<file path="src/rtl/fetch_stage_pkg.sv">
// Shared rv32 fetch definitions: reset/NOP defaults, FSM state encoding and
// the buffered instruction entry layout.
package fetch_stage_pkg;

    localparam logic [31:0] RESET_PC_DEFAULT  = 32'h0000_0000;
    localparam logic [31:0] NOP_INSTR_DEFAULT = 32'h0000_0013;
    localparam int unsigned ENTRY_W           = 64;

    typedef enum logic [1:0] {
        ST_IDLE = 2'd0,
        ST_WAIT = 2'd1,
        ST_KILL = 2'd2
    } fetch_state_e;

    typedef struct packed {
        logic [31:0] pc;
        logic [31:0] instr;
    } fetch_entry_t;

    function automatic logic [31:0] align_word(input logic [31:0] addr);
        return addr & 32'hFFFF_FFFC;
    endfunction

endpackage

</file>
<file path="src/rtl/fetch_stage_buffer.sv">
// Two-entry FIFO holding fetched {pc, instr} pairs; flush wins over push/pop.
module fetch_buffer
    import fetch_stage_pkg::*;
#(
    parameter int unsigned WIDTH = ENTRY_W
) (
    input  logic             clk_i,
    input  logic             rst_i,
    input  logic             push_i,
    input  logic             pop_i,
    input  logic             flush_i,
    input  logic [WIDTH-1:0] wdata_i,
    output logic [WIDTH-1:0] rdata_o,
    output logic [1:0]       count_o
);

    logic [WIDTH-1:0] mem_q [2];
    logic             wr_ptr_q;
    logic             rd_ptr_q;
    logic [1:0]       count_q;

    // NOTE: entry storage is deliberately not reset; count_q alone says which slots are live.
    always_ff @(posedge clk_i) begin
        if (push_i && !flush_i) begin
            mem_q[wr_ptr_q] <= wdata_i;
        end
    end

    always_ff @(posedge clk_i or posedge rst_i) begin
        if (rst_i) begin
            wr_ptr_q <= 1'b0;
            rd_ptr_q <= 1'b0;
            count_q  <= 2'd0;
        end else if (flush_i) begin
            wr_ptr_q <= 1'b0;
            rd_ptr_q <= 1'b0;
            count_q  <= 2'd0;
        end else begin
            if (push_i) wr_ptr_q <= ~wr_ptr_q;
            if (pop_i)  rd_ptr_q <= ~rd_ptr_q;
            case ({push_i, pop_i})
                2'b10:   count_q <= count_q + 2'd1;
                2'b01:   count_q <= count_q - 2'd1;
                default: count_q <= count_q;
            endcase
        end
    end

    assign rdata_o = mem_q[rd_ptr_q];
    assign count_o = count_q;

endmodule

</file>
<file path="src/rtl/fetch_stage.sv">
// Instruction fetch stage: single-outstanding memory requester, redirect
// handling with stale-response kill, and a two-entry buffer towards decode.
module fetch_stage
    import fetch_stage_pkg::*;
#(
    parameter logic [31:0] RESET_PC  = RESET_PC_DEFAULT,
    parameter logic [31:0] NOP_INSTR = NOP_INSTR_DEFAULT
) (
    input  logic        clk_i,
    input  logic        rst_i,
    output logic        imem_req_o,
    output logic [31:0] imem_addr_o,
    input  logic        imem_ready_i,
    input  logic        imem_rvalid_i,
    input  logic [31:0] imem_rdata_i,
    input  logic        redirect_i,
    input  logic [31:0] redirect_pc_i,
    output logic        valid_o,
    input  logic        ready_i,
    output logic [31:0] instr_o,
    output logic [31:0] pc_o,
    output logic [31:0] pc_next_o
);

    fetch_state_e state_q, state_d;
    logic [31:0]  fetch_pc_q, fetch_pc_d;
    logic [31:0]  req_pc_q, req_pc_d;
    logic [31:0]  last_pc_q;
    logic [1:0]   count;
    logic         accept;
    logic         push;
    logic         pop;
    fetch_entry_t push_entry;
    fetch_entry_t head;

    assign imem_req_o  = !rst_i && (state_q == ST_IDLE) && (count <= 2'd1);
    assign imem_addr_o = fetch_pc_q;
    assign accept      = imem_req_o && imem_ready_i;

    // NOTE: every always_comb output gets its default first, so no path can infer a latch.
    always_comb begin
        state_d    = state_q;
        fetch_pc_d = fetch_pc_q;
        req_pc_d   = req_pc_q;
        push       = 1'b0;
        if (accept) begin
            fetch_pc_d = fetch_pc_q + 32'd4;
            req_pc_d   = fetch_pc_q;
        end
        if (redirect_i) begin
            fetch_pc_d = align_word(redirect_pc_i);
        end
        case (state_q)
            ST_IDLE: if (accept) state_d = redirect_i ? ST_KILL : ST_WAIT;
            ST_WAIT: begin
                if (imem_rvalid_i) begin
                    state_d = ST_IDLE;
                    push    = !redirect_i;
                end else if (redirect_i) begin
                    state_d = ST_KILL;
                end
            end
            ST_KILL: if (imem_rvalid_i) state_d = ST_IDLE;
            default: state_d = ST_IDLE;
        endcase
    end

    // NOTE: state registers use non-blocking assignments so all flops sample pre-edge values.
    always_ff @(posedge clk_i or posedge rst_i) begin
        if (rst_i) begin
            state_q    <= ST_IDLE;
            fetch_pc_q <= RESET_PC;
            req_pc_q   <= RESET_PC;
            last_pc_q  <= RESET_PC;
        end else begin
            state_q    <= state_d;
            fetch_pc_q <= fetch_pc_d;
            req_pc_q   <= req_pc_d;
            if (valid_o) last_pc_q <= head.pc;
        end
    end

    assign push_entry = '{pc: req_pc_q, instr: imem_rdata_i};
    assign pop        = valid_o && ready_i && !redirect_i;

    fetch_buffer #(
        .WIDTH (ENTRY_W)
    ) u_buffer (
        .clk_i   (clk_i),
        .rst_i   (rst_i),
        .push_i  (push),
        .pop_i   (pop),
        .flush_i (redirect_i),
        .wdata_i (push_entry),
        .rdata_o (head),
        .count_o (count)
    );

    assign valid_o   = (count != 2'd0);
    assign instr_o   = valid_o ? head.instr : NOP_INSTR;
    assign pc_o      = valid_o ? head.pc : last_pc_q;
    assign pc_next_o = pc_o + 32'd4;

endmodule

</file>
<file path="config.mk">
export PLATFORM = sky130hd
export DESIGN_NAME = fetch_stage
export DESIGN_NICKNAME = d
export VERILOG_FILES = /design/src/rtl/fetch_stage_pkg.sv /design/src/rtl/fetch_stage_buffer.sv /design/src/rtl/fetch_stage.sv
export SDC_FILE = /design/constraint.sdc
export NUM_CORES = 1
export LEC_CHECK = 0
export BUFFER_PORTS_ARGS = -buffer_cell sky130_fd_sc_hd__buf_2
export CORE_ASPECT_RATIO = 1.1
export CORE_MARGIN = 2
export CORE_UTILIZATION = 34
export DETAILED_ROUTE_END_ITERATION = 6
export PLACE_DENSITY = 0.52
export SYNTH_ARGS = -nofsm -noshare
export SYNTH_HDL_FRONTEND = slang
export SYNTH_SLANG_ARGS = --single-unit
</file>
<file path="constraint.sdc">
create_clock -name clk_i -period 10.4 [get_ports clk_i]
set_clock_uncertainty 0.2 [all_clocks]
set_input_delay 2.6 -clock clk_i [delete_from_list [all_inputs] [get_ports clk_i]]
set_output_delay 2.6 -clock clk_i [all_outputs]
set_load 0.005 [all_outputs]
</file>
### After elaboration in Yosys (flattened, before gate mapping)

Memory sizes are Yosys's and may differ from the RTL's.
Cells that the tools add are included.

* bits in registers: 102
* bits in writable memories: 128
* bits of input ports: 70
* output and inout bits: 130
* logic and storage cells: 57
* memories kept: 1

Memory list
* u_buffer.mem_q: words 2, width 64, rd ports 1, clocked after memory_dff 0, wr ports 1, line fetch_stage_buffer.sv:17 `logic [WIDTH-1:0] mem_q [2];`

* $add $sub $neg: 4
* magnitude comparators: 1
* equal/unequal tests: 7
* muxes and demuxes: 20
* bitwise logic cells: 2
* reduce and logical (&&, ||, !) cells: 15

Operators with widths (number)
* 32-bit 2-to-1 mux: 4
* 32-bit by 3-bit adder with 32-bit output, second input constant: 2
* 2-bit 2-to-1 mux: 6
* 1-bit 2-to-1 mux: 8
* 2-bit nonzero test: 4
* 1-bit logical AND: 6
* 2-bit case mux with 3 select lines: 1
* 2-bit by 1-bit equality test with 1-bit output, second input constant: 2
* 2-bit equality test, second input constant: 2
* 2-bit != test, second input constant: 2
* 2-bit case mux with 2 select lines: 1
* 3-bit != test, second input constant: 1
* 3-bit AND reduction: 1
* 3-bit nonzero test: 1
* 2-bit by 1-bit adder with 2-bit output, second input constant: 1
* 2-bit by 1-bit less-or-equal comparator with 1-bit output, second input constant: 1
* 1-bit zero test: 2
* 2-bit zero test: 1
* 1-bit inverter: 2
* 2-bit by 1-bit subtractor with 2-bit output, second input constant: 1

### Logic depth before layout (Yosys ltp)

* word-level depth: 6
* depth in mapped cells: 11
* depth with buffers taken out: 9

### Hierarchy

From an unflattened synthesis, not the netlist that was laid out.

* cells, all modules: 774
* area total of the unflattened synthesis: 10354.9 µm²

By module, submodules not included
* fetch_stage: times used 1, cells each 555, area each 5322.6 µm², sequential area each 2352.3 µm²
* fetch_buffer: times used 1, cells each 219, area each 5032.3 µm², sequential area each 3943.8 µm²

### Least setup slack after synthesis

OpenSTA, ideal clock, no wires.

* path kind: input -> register
* from: input redirect_i
* to: memory u_buffer.mem_q[1][0] (netlist bit), enable pin
* setup time: 0.571 ns
* arrival time: 7.551 ns
* data required time: 9.629 ns
* setup slack: 2.077 ns
* cell stages on the path: 3
* buffers on the path: 2
* cell sequence: clkbuf_1 -> clkbuf_1 -> nor3b_1

* cells in the longest elaborated chain, start to end: 6

Ends and longest elaborated chain
* start, declared: line fetch_stage.sv:16 `input logic redirect_i,`
* 1-bit zero test (*): line fetch_stage_buffer.sv:24, fetch_stage.sv:58
* 1-bit 2-to-1 mux: line fetch_stage.sv:56 `if (imem_rvalid_i) begin`
* 1-bit 2-to-1 mux: line fetch_stage.sv:53 `case (state_q)`
* 1-bit logical AND (*): line fetch_stage_buffer.sv:24 `if (push_i && !flush_i) begin`
* 1-bit 2-to-1 mux (*): line fetch_stage_buffer.sv:24
* 1-bit 2-to-1 mux (implied by the code) (*): line fetch_stage_buffer.sv:25 `mem_q[wr_ptr_q] <= wdata_i;`
* end, declared: line fetch_stage_buffer.sv:17

Every way passes the cells marked *; elsewhere a longest branch is shown, timed or not.

### Worst setup path in the final report

* from: register u_buffer.count_q[1] (netlist: u_buffer.count_o[1])
* to: output pc_next_o[29]

* cells in the longest elaborated chain, start to end: 3

Ends and longest elaborated chain
* start, declared: line fetch_stage_buffer.sv:20 `logic [1:0] count_q;`
* start signal, assigned: line fetch_stage_buffer.sv:42 `2'b10: count_q <= count_q + 2'd1;`
* start signal, assigned: line fetch_stage_buffer.sv:43 `2'b01: count_q <= count_q - 2'd1;`
* start signal, assigned: line fetch_stage_buffer.sv:44 `default: count_q <= count_q;`
* 2-bit nonzero test: line fetch_stage.sv:99 `assign valid_o = (count != 2'd0);`
* 32-bit 2-to-1 mux
* 32-bit by 3-bit adder with 32-bit output: line fetch_stage.sv:102 `assign pc_next_o = pc_o + 32'd4;`
* end, declared: line fetch_stage.sv:22 `output logic [31:0] pc_next_o`

No other way between the ends.

==> out/qor.log <==
qor: clock_tree.cts-buffers-inserted 25
qor: placement.dpl.hpwl 14400 um
qor: logic_synthesis.mapped_avg_cell_area 12.5 um2
qor: pwr.p_leak 4.76 nW
qor: logic_synthesis.synthTopCellsByArea edfxtp_1 (39%), dfrtp_1 (26%), mux2i_1 (6.5%)
qor: critical_path.worst_setup_sp_type flop
qor: pwr.portion_of_total_power_attributed_to_sequential_cells 39.6%
qor: logic_synthesis.yosys.area.top_type_share 39.2%
qor: critical_path.cp_data_arrival_time 4.01 ns
qor: logic_synthesis.yosys-mux-area-fraction 8.67%
qor: timing.slew_violations 0
qor: worst_hold_path.hold_critical_path_depth 0
qor: critical_path.worst-path-max-fanout 56
qor: clock_tree.post_cts_hold_buffer_count 0
qor: placement.dpl_cell_area 10800 um2
qor: placement.place.port_buffers 195
qor: layout.area_taken_by_flip_flops_and_latches 6180 um2
qor: worst_hold_path.hold-path-endpoint u_buffer.mem_q[0][53]
qor: layout.final_core_util 42.0%
qor: timing.final.setup.worst_slack 3.59 ns
qor: critical_path.worst_r2r_startpoint u_buffer.count_o[1]
qor: critical_path.worst-setup-path-type reg2out
qor: floorplan.die_w 163 um
qor: layout.num-nets-final 1029
qor: logic_synthesis.ffs_w_async_s_r_synth 44.1%
qor: global_route.grt_start_max_net_pins 69
qor: timing.final_setup_violating_endpoints 0
qor: status.run_status finished, final reports clean
qor: global_route.grt.overflow.total 0
qor: timing.fin_crit 6.81 ns
qor: logic_synthesis.synth-adder-area-share 0.527%
qor: global_route.grt_util_all_layers 14.5%
qor: logic_synthesis.post_synth_instance_area 9500 um2
qor: clock_tree.clk_pin_slew_worst_paths 0.06 ns
qor: timing.final_cycle_share 65.5%
qor: critical_path.r2r-end imem_addr_o[26]
qor: route.drt_first_iter_violations 352
qor: clock_tree.max-clock-path-buffers 3
qor: critical_path.r2r_cells 8
qor: pwr.power-per-cell-area 266 nW/um2
qor: timing.clock.fmax 147 MHz
qor: floorplan.floorplan.core_area 27600 um2
qor: clock_tree.cts_resized 0
qor: clock_tree.tritoncts built
qor: pwr.finalPower 3.08 mW
qor: logic_synthesis.synth_area_in_compound_gates 3.21%
qor: logic_synthesis.warnings_from_yosys 0
qor: logic_synthesis.synth_sequential_area_ratio 65.0%
qor: logic_synthesis.xor_xnor_portion_of_the_synthesized_cell_area 5.53%
qor: pwr.clock_power_share 27.5%
qor: layout.antenna_cells 0
qor: floorplan.rows 64
qor: clock_tree.clock_tree.root_cell clkbuf_16
qor: logic_synthesis.synth_edf_count 124
qor: logic_synthesis.synth-main-ff-cell edfxtp_1
qor: global_route.grt_pass1_vias 5908
qor: timing.relative_slew_slack 25.3%
qor: logic_synthesis.synth-simple-area-share 13.8%
qor: pwr.power.net_switching 1.05 mW
qor: floorplan.design.portCount 200
qor: placement.place_ws 3.98 ns
qor: floorplan.chipHeight 179 um
qor: critical_path.timing.reg2reg.setup_slack 7.23 ns
qor: logic_synthesis.synth_top_area_cell edfxtp_1
qor: floorplan.die_area 29300 um2
qor: timing.grt_setup_unrepaired no
qor: critical_path.critical_path_required 7.60 ns
qor: worst_hold_path.hp-start req_pc_q[21]
qor: global_route.number_of_antenna_violations_at_the_first_check_in_global_routing 0
qor: logic_synthesis.combinational_family_with_the_most_area_after_synthesis simple AND/OR/NAND/NOR gates
qor: clock_tree.cts_setup_buffers 0
qor: route.routedWlPerCell 16.2 um
qor: route.drt-pass1-iter-count 4
qor: floorplan.floorplan.initialDensity 34.4%
qor: critical_path.critical_path.endpoint_type primary output
qor: placement.finalWeightedCongestion 0.741
qor: layout.area_growth 22.1%
qor: timing.finalHoldViolations 0
qor: route.wl 21700 um
qor: layout.layout.cell_area.non_filler 11600 um2
qor: timing.worst-slew-pin-transition 1.12 ns
qor: global_route.wire_length_of_the_first_global_routing_pass 33100 um
qor: route.route.detailed.vias_per_inst 4.57
qor: clock_tree.worst_skew_pair.late_latency 0.51 ns
qor: worst_hold_path.hold_path_class reg2reg
qor: layout.num-fill-cells 2716
qor: pwr.power_report.internal_total 2.03 mW
qor: timing.setup_tns_final 0 ns
qor: route.via_count 6103
qor: flow_run.maxCapViolCount 0
qor: route.detail-route-antenna-nets 0
qor: clock_tree.clock-sinks 222
qor: pwr.combinationalPowerShare 32.9%
qor: pwr.swShare 34.2%
qor: layout.layout-drive-gt1-share 28.2%
qor: logic_synthesis.synthCells 760
qor: layout.multi_input_gate_area 3030 um2
qor: clock_tree.clock_tree.htree_level_count 1
qor: logic_synthesis.yosys.cell_types.count 51
qor: pwr.peak_supply_drop 0.000123 V
qor: route.detail_route.drc_violations 0
qor: logic_synthesis.post_synthesis_sequential_element_count 222
==> cell usage after synthesis, types with 5 or more instances <==
cell / n
nand4_1: 13
inv_1: 26
xor2_1: 22
nor4_1: 5
and2_1: 7
edfxtp_1: 124
nor2_1: 49
clkbuf_1: 14
nand2_1: 145
and3_1: 5
xnor2_1: 38
mux2i_1: 62
o21ai_1: 5
buf_4: 7
o21ai_0: 32
nor3_1: 19
buf_1: 6
nand3_1: 11
mux2_2: 14
dfrtp_1: 98
==> per-stage QoR <==
step           hold slack [ns]  std cells
4_1_cts                  0.272       1336
6_report                 0.264       1336
2_1_floorplan            0.242        761
3_5_place_dp             0.257       1291
3_3_place_gp             0.251       1291
5_1_grt                  0.283       1336
==> layout make-up <==
| type | count | area share (%) |
|---|---|---|
| timing repair buffer | 202 | 8.87 |
| tap | 363 | 3.92 |
| multi-input combinational | 477 | 26.2 |
| clock buffer | 35 | 6.15 |
| sequential | 222 | 53.3 |
| inverter | 27 | 0.896 |
| clock inverter | 10 | 0.723 |
==> power groups by stage <==
stage	combinational, mW	clock (mW)	sequential (mW)
detailed placement	1.04	0	1.24
global route	1.14	0.909	1.24
global placement	1.03	0	1.23
finish	1.01	0.848	1.22
floorplan	0.645	0	1.19
CTS	1.04	0.875	1.22
==> routing by layer <==
layer	wire, um	global-route usage (%)	part of all wire, %
met1	9940	19.9	46
met3	1250	2.36	5.8
met5	0	0	0
met4	447	3.98	2.1
met2	10100	24.0	46
==> cell families (layout without fill, tap and decap cells) <==
logic type / Yosys count / after routing
flip-flops: 222 / 222
other: 1 / 2
multiplexers: 80 / 80
AO/OA/AOI/OAI: 51 / 51
buffers and inverters: 62 / 274
XOR/XNOR: 60 / 60
AND/OR/NAND/NOR: 280 / 280
adder cells (fa/ha/maj): 4 / 4
==> placed cells by master, fill, tap and decap left out, types with 4 or more instances in the layout <==
cell	count
and3_1	5
nand4_1	13
mux2_1	4
mux2_2	14
nor2_1	49
xnor2_1	38
and4_1	4
nand3_1	11
nor4_2	4
inv_1	25
clkbuf_1	5
o21ai_1	5
o21ai_0	32
and2_1	7
dfrtp_1	97
nand2_1	145
nor3_1	18
mux2i_1	62
clkbuf_8	5
xor2_1	22
buf_2	195
edfxtp_1	124
buf_4	7
clkbuf_16	25
nor4_1	5
==> state kept, by name, summed over array words and instances (netlist names) <==
signal,cells
imem_addr_o,30
last_pc_q,32
req_pc_q,30
state_q,2
u_buffer.count_o,2
u_buffer.mem_q,124
u_buffer.rd_ptr_q,1
u_buffer.wr_ptr_q,1
==> worst max path at each step <==
stage / cells past startpoint / end / from
final: 10 / pc_next_o[29] / u_buffer.count_o[1]
after global routing: 10 / pc_next_o[19] / u_buffer.count_o[1]
after CTS: 10 / pc_next_o[29] / u_buffer.count_o[1]
after detailed placement: 10 / pc_next_o[29] / u_buffer.count_o[1]
after global placement: 10 / pc_next_o[29] / u_buffer.count_o[1]
after floorplan: 3 / u_buffer.mem_q[1][0] / redirect_i
==> critical path: stages (launching register included) <==
cell	delay (ns)
dfrtp_1	0.40
inv_1	0.09
ha_2	0.16
buf_4	0.51
inv_2	0.48
mux2i_1	0.31
nor3_2	0.44
nand4_1	0.38
nor4_1	0.36
xor2_1	0.19
buf_2	0.14
(Power assumes the default switching activity.)
